$ cat src/rtl/multicycle_ctrl.sv
// multicycle_ctrl: multi-cycle RV32I sequencer driving one shared instruction/data memory port.
// Latency: BRANCH 3, OP/OP-IMM/LUI/AUIPC/JAL/JALR/STORE 4, LOAD 5 cycles; +1 per memory wait cycle.
// Backpressure: FETCH and MEM hold mem_req/mem_we/mem_addr_sel steady until mem_ready; nothing else stalls.
//
// Ports:
//   clk, rst_n          rising-edge clock, asynchronous active-low reset
//   opcode              IR[6:0], meaningful from DECODE onward
//   br_taken            branch-compare result, used in EXEC
//   mem_ready           memory completes the pending access this cycle
//   mem_req/mem_we      memory request / store request
//   mem_addr_sel        0 = PC (instruction), 1 = ALU result (data)
//   ir_we               load IR from memory read data
//   pc_we/pc_sel        PC update; 0 = PC+4, 1 = PC+imm, 2 = (rs1+imm)&~1
//   reg_we/wb_sel       register write; 0 = ALU, 1 = load data, 2 = PC+4
//   state               current state encoding
//   illegal             sticky unknown-opcode flag
//   instret             retired-instruction counter (wraps silently)

module multicycle_ctrl (
  input  logic        clk,
  input  logic        rst_n,
  input  logic [6:0]  opcode,
  input  logic        br_taken,
  input  logic        mem_ready,
  output logic        mem_req,
  output logic        mem_we,
  output logic        mem_addr_sel,
  output logic        ir_we,
  output logic        pc_we,
  output logic [1:0]  pc_sel,
  output logic        reg_we,
  output logic [1:0]  wb_sel,
  output logic [2:0]  state,
  output logic        illegal,
  output logic [31:0] instret
);

  typedef enum logic [2:0] {
    S_IDLE   = 3'd0,
    S_FETCH  = 3'd1,
    S_DECODE = 3'd2,
    S_EXEC   = 3'd3,
    S_MEM    = 3'd4,
    S_WB     = 3'd5,
    S_TRAP   = 3'd6,
    S_RSVD   = 3'd7
  } state_t;

  localparam logic [6:0] OPC_LUI    = 7'b0110111;
  localparam logic [6:0] OPC_AUIPC  = 7'b0010111;
  localparam logic [6:0] OPC_JAL    = 7'b1101111;
  localparam logic [6:0] OPC_JALR   = 7'b1100111;
  localparam logic [6:0] OPC_BRANCH = 7'b1100011;
  localparam logic [6:0] OPC_LOAD   = 7'b0000011;
  localparam logic [6:0] OPC_STORE  = 7'b0100011;
  localparam logic [6:0] OPC_OPIMM  = 7'b0010011;
  localparam logic [6:0] OPC_OP     = 7'b0110011;

  localparam logic [1:0] PC_PLUS4  = 2'd0;
  localparam logic [1:0] PC_TARGET = 2'd1;
  localparam logic [1:0] PC_JALR   = 2'd2;

  localparam logic [1:0] WB_ALU  = 2'd0;
  localparam logic [1:0] WB_LOAD = 2'd1;
  localparam logic [1:0] WB_LINK = 2'd2;

  state_t cur;

  logic is_load;
  logic is_store;
  logic is_branch;
  logic is_jal;
  logic is_jalr;
  logic is_legal;

  assign state = cur;

  // The IR only changes on ir_we, so decoding the live opcode in every state
  // is equivalent to decoding a private copy taken in DECODE.
  assign is_load   = (opcode == OPC_LOAD);
  assign is_store  = (opcode == OPC_STORE);
  assign is_branch = (opcode == OPC_BRANCH);
  assign is_jal    = (opcode == OPC_JAL);
  assign is_jalr   = (opcode == OPC_JALR);
  assign is_legal  = is_load | is_store | is_branch | is_jal | is_jalr |
                     (opcode == OPC_LUI)   | (opcode == OPC_AUIPC) |
                     (opcode == OPC_OPIMM) | (opcode == OPC_OP);

  // Strobes are decoded from the state register so that an asynchronous
  // reset drops every strobe in the same cycle it is asserted.
  always_comb begin
    mem_req      = 1'b0;
    mem_we       = 1'b0;
    mem_addr_sel = 1'b0;
    ir_we        = 1'b0;
    pc_we        = 1'b0;
    pc_sel       = PC_PLUS4;
    reg_we       = 1'b0;
    wb_sel       = WB_ALU;
    case (cur)
      S_FETCH: begin
        mem_req = 1'b1;
        ir_we   = mem_ready;
      end
      S_EXEC: begin
        // Branches retire here: no memory or writeback phase needed.
        if (is_branch) begin
          pc_we  = 1'b1;
          pc_sel = br_taken ? PC_TARGET : PC_PLUS4;
        end
      end
      S_MEM: begin
        mem_req      = 1'b1;
        mem_addr_sel = 1'b1;
        mem_we       = is_store;
        // Stores retire on the completing cycle; loads continue to WB.
        pc_we        = mem_ready & ~is_load;
      end
      S_WB: begin
        reg_we = 1'b1;
        pc_we  = 1'b1;
        if (is_jal || is_jalr) begin
          wb_sel = WB_LINK;
        end else if (is_load) begin
          wb_sel = WB_LOAD;
        end
        if (is_jal) begin
          pc_sel = PC_TARGET;
        end else if (is_jalr) begin
          pc_sel = PC_JALR;
        end
      end
      default: ;
    endcase
  end

  // Sequencer state, sticky trap flag and retire counter.
  always_ff @(posedge clk or negedge rst_n) begin
    if (!rst_n) begin
      cur     <= S_IDLE;
      illegal <= 1'b0;
      instret <= '0;
    end else begin
      // Every instruction issues exactly one pc_we, so it doubles as retire.
      if (pc_we) begin
        instret <= instret + 32'd1;
      end
      case (cur)
        S_IDLE: begin
          cur <= S_FETCH;
        end
        S_FETCH: begin
          if (mem_ready) begin
            cur <= S_DECODE;
          end
        end
        S_DECODE: begin
          if (is_legal) begin
            cur <= S_EXEC;
          end else begin
            cur     <= S_TRAP;
            illegal <= 1'b1;
          end
        end
        S_EXEC: begin
          if (is_branch) begin
            cur <= S_FETCH;
          end else if (is_load || is_store) begin
            cur <= S_MEM;
          end else begin
            cur <= S_WB;
          end
        end
        S_MEM: begin
          if (mem_ready) begin
            cur <= is_load ? S_WB : S_FETCH;
          end
        end
        S_WB: begin
          cur <= S_FETCH;
        end
        S_TRAP: begin
          // Only reset leaves the trap state.
          cur <= S_TRAP;
        end
        default: begin
          cur <= S_IDLE;
        end
      endcase
    end
  end

endmodule

$ cat config.mk
export PLATFORM = sky130hd
export DESIGN_NAME = multicycle_ctrl
export DESIGN_NICKNAME = d
export VERILOG_FILES = /design/src/rtl/multicycle_ctrl.sv
export SDC_FILE = /design/constraint.sdc
export NUM_CORES = 1
export LEC_CHECK = 0
export ABC_AREA = 1
export CAP_MARGIN = 10
export CELL_PAD_IN_SITES_DETAIL_PLACEMENT = 1
export CELL_PAD_IN_SITES_GLOBAL_PLACEMENT = 2
export CORE_AREA = 2 2 111 91
export DETAILED_ROUTE_END_ITERATION = 10
export DIE_AREA = 0 0 113 93
export GPL_TIMING_DRIVEN = 1
export PLACE_DENSITY = 0.84
export SLEW_MARGIN = 20
export SYNTH_ARGS = -nofsm -noshare
export SYNTH_HDL_FRONTEND = slang
export SYNTH_SLANG_ARGS = --single-unit
$ cat constraint.sdc
create_clock -name clk -period 2.95 [get_ports clk]
set_clock_uncertainty 0.15 [all_clocks]
set_input_delay 0.885 -clock clk [delete_from_list [all_inputs] [get_ports clk]]
set_output_delay 0.885 -clock clk [all_outputs]
set_load 0.02 [all_outputs]
==> results of run 1 <==
area by class of cell:
cell class              instances  area (um2)  area share, %
clock buffers                   7       152.6          4.500
inverters                      32       122.6          3.615
multi-input cells             304        1445          42.60
flip-flops and latches         36       900.9          26.56
well taps                     119       148.9          4.390
repair buffers                 69       621.8          18.33
power by group through the flow:
| stage | Clock [mW] | Sequential, mW | Combinational [mW] |
|---|---|---|---|
| 5_1_grt | 0.589 | 0.685 | 0.822 |
| 3_5_place_dp | 0 | 0.680 | 0.759 |
| 3_3_place_gp | 0 | 0.677 | 0.735 |
| 2_1_floorplan | 0 | 0.732 | 0.392 |
| 6_report | 0.557 | 0.669 | 0.740 |
| 4_1_cts | 0.573 | 0.673 | 0.751 |
worst max-delay path by stage:
stage | end | slack (ns)
after global placement | pc_we | -0.61
after detailed placement | mem_we | -0.66
after floorplan | pc_sel[0] | 0.20
final | pc_we | 0.08
after CTS | pc_we | 0.01
after global routing | pc_we | 0.0008
worst min-delay path: stages, from the launching register on:
cell	delay, ns
dfrtp_1	0.34
inv_1	0.04
nand2_1	0.05
metal layers:
layer	wire [um]	GRT usage [%]
met1	4107	23.20
met2	3727	27.45
met3	252	2.268
met4	57	2.541
met5	0	0
cells in the final DEF (no fill, tap or decap), types with 4 or more instances in the layout:
cell type        count
xor2_1              11
a21boi_0             4
nand2_2              6
inv_1               25
dlygate4sd2_1        6
o21ai_0             11
nand3_1              9
inv_2                6
nor2_2               6
clkbuf_16            5
buf_2                5
nor2_4               5
o21ai_1             10
nor3_1               4
buf_4               15
nand2_1            148
dfrtp_1             36
clkdlybuf4s50_1     40
nand3b_1            11
nor2_1              65
stage by stage:
stage | utilization, % | hold WS [ns]
after global placement | 34.10 | 0.3005
after detailed placement | 34.10 | 0.3037
after CTS | 35.73 | 0.3187
final | 35.90 | 0.3086
after global routing | 35.90 | 0.3480
after floorplan | - | 0.4251
sequential cells by signal, summed over array words and instances (netlist names):
signal and count:
state 3, illegal 1, instret 32
kinds of logic (layout without fill, tap and decap cells):
| group | Yosys count | count (layout) | synth area share (%) |
|---|---|---|---|
| simple gates | 263 | 263 | 45.83 |
| buf+inv | 37 | 108 | 7.042 |
| flops | 36 | 36 | 36.22 |
| compound gates | 27 | 27 | 5.835 |
| xor+xnor | 13 | 13 | 4.577 |
| fa+ha+maj | 1 | 1 | 0.5029 |
timing repair:
| action | in CTS | in global routing |
|---|---|---|
| endpoints found under the hold margin | 0 | 0 |
| buffers inserted | 1 | 1 |
| pin swaps | 4 | 4 |
| endpoints found under the setup margin | 8 | 4 |
| gates resized for setup | 51 | 5 |
==> out/qor.yml, run 1 <==
synth_edf_count: 0
clock_path_buffers: 2
fillers: 1211
fp.dieArea_um2: 10510
coreArea_um2: 9449
reg2reg_to: "instret[15]$_DFFE_PN0P_"
cp_data_required_time_ns: 1.92
cts_tree: "built"
rsz0062_at_grt: "false"
slew_headroom_pct: 42.06
crit_path_frequent_cell: "nand2_2"
dpl_worst_slack_ns: -0.6558
yosys-top-cells-area: "dfrtp_1 36%, nand2_1 22%, nor2_1 10%"
seqPwrFrac_pct: 34.0
status: "completed"
path_clk_slew_ns: 0.05
layout.nets: 460
critPathArrivalTime_ns: 1.84
dp_hpwl_um: 6332
port_buffers: 56
gp_congestion: 0.7914
grt_pass1_vias: 2736
power_switching_mw: 0.7716
r2r-start: "state[1]$_DFFE_PN0P_"
area_growth_pct: 36.37
initial_core_util_pct: 26.32
drc: 0
netlist_area_um2: 2487
p_comb_share_pct: 37.6
tightest_slew_ns: 0.8692
critical_path.startpoint: "opcode[3]"
worstHoldStart: "illegal$_DFFE_PN0P_"
first_pass_iters: 4
fin_crit_sh_pct: 97.44
vdd_drop_max_mv: 0.2255
final_max_slew_viol_count: 0
p_clk_share_pct: 28.3
crit_family: "simple AND/OR/NAND/NOR gates"
drive_gt1_share_pct: 12.95
chipHeight_um: 93
worstRegToRegCells: 11
synth_fp_nets: 389
clock-sinks: 36
insertion_delay_ns: 0.28
synthFlopType: "dfrtp_1"
slowest_delay_ns: 0.21
endpoint_kind: "primary output"
row_count: 32
wire_per_inst_um: 14.37
wl_um: 8145
p_leak_nw: 1.473
power_density_nw_per_um2: 579.6
worstSetupPathType: "in2out"
dpl_cell_area_um2: 3222
yosysTopAreaCellShare_pct: 36.22
tns_ns: 0
grt.overflow.total: 0
post_drt_via_cell_ratio: 4.637
placed_cells: 558
worstHoldPathCells: 2
syn_inst: 377
fin_crit_ns: 2.874
synth.avg_cell_area_um2: 6.598
ys_ff_latch: 36
netlist-cell-type-count: 26
globalRouteTotalUtil_pct: 16.46
cts_hold_buf: 0
antennaDiodeCount: 0
cp_cell_sequence: "clkdlybuf4s15_1 > nor2_2 > nand2_4 > nor2_4 > nand2_2 > nand2_2 > nand3_4 > buf_6"
crit_fanout: 3
ios: 57
hold_end: "illegal$_DFFE_PN0P_"
power_mw: 1.966
seq_area_frac_synth_pct: 36.22
worst_slack_ns: 0.07556
ant_nets: 0
antenna_found_initial: 0
hold_viol: 0
async_flop_share_pct: 100.0
yosysMostFrequentCell: "nand2_1"
cts_made_buffers: 5
grt_max_degree: 46
crit_cells: 8
htree_num_levels: 2
netlist_top_cells_count: "149 x nand2_1, 67 x nor2_1, 36 x dfrtp_1"
fmax_mhz: 347.9
cp-start-kind: "input pin"
num_vias: 2629
cp_num_buf_inv: 2
yosysTopAreaCell: "dfrtp_1"
yosysWarnings: 0
swShare_pct: 39.25
setup_viol: 0
hold_class: "reg2reg"
final_cells: 567
postLayoutCellArea_um2: 3392
initialDrtViolationCount: 89
root_buffer: "clkbuf_16"
maxCapViolCount: 0
grt_pass1_wl_um: 13920
die_w_um: 113
r2r_slack_ns: 0.72
p_int_mw: 1.194
crit_slowest_cell: "clkdlybuf4s15_1"
(Power assumes the default switching activity.)
==> run 2, diff against run 1 <==
--- a/config.mk
+++ b/config.mk
@@ -18,3 +18,4 @@
 export SYNTH_ARGS = -nofsm -noshare
 export SYNTH_HDL_FRONTEND = slang
 export SYNTH_SLANG_ARGS = --single-unit
+export TNS_END_PERCENT = 50
==> results of run 2 <==
The final DEF is identical to that of run 1; final timing and power are the same.
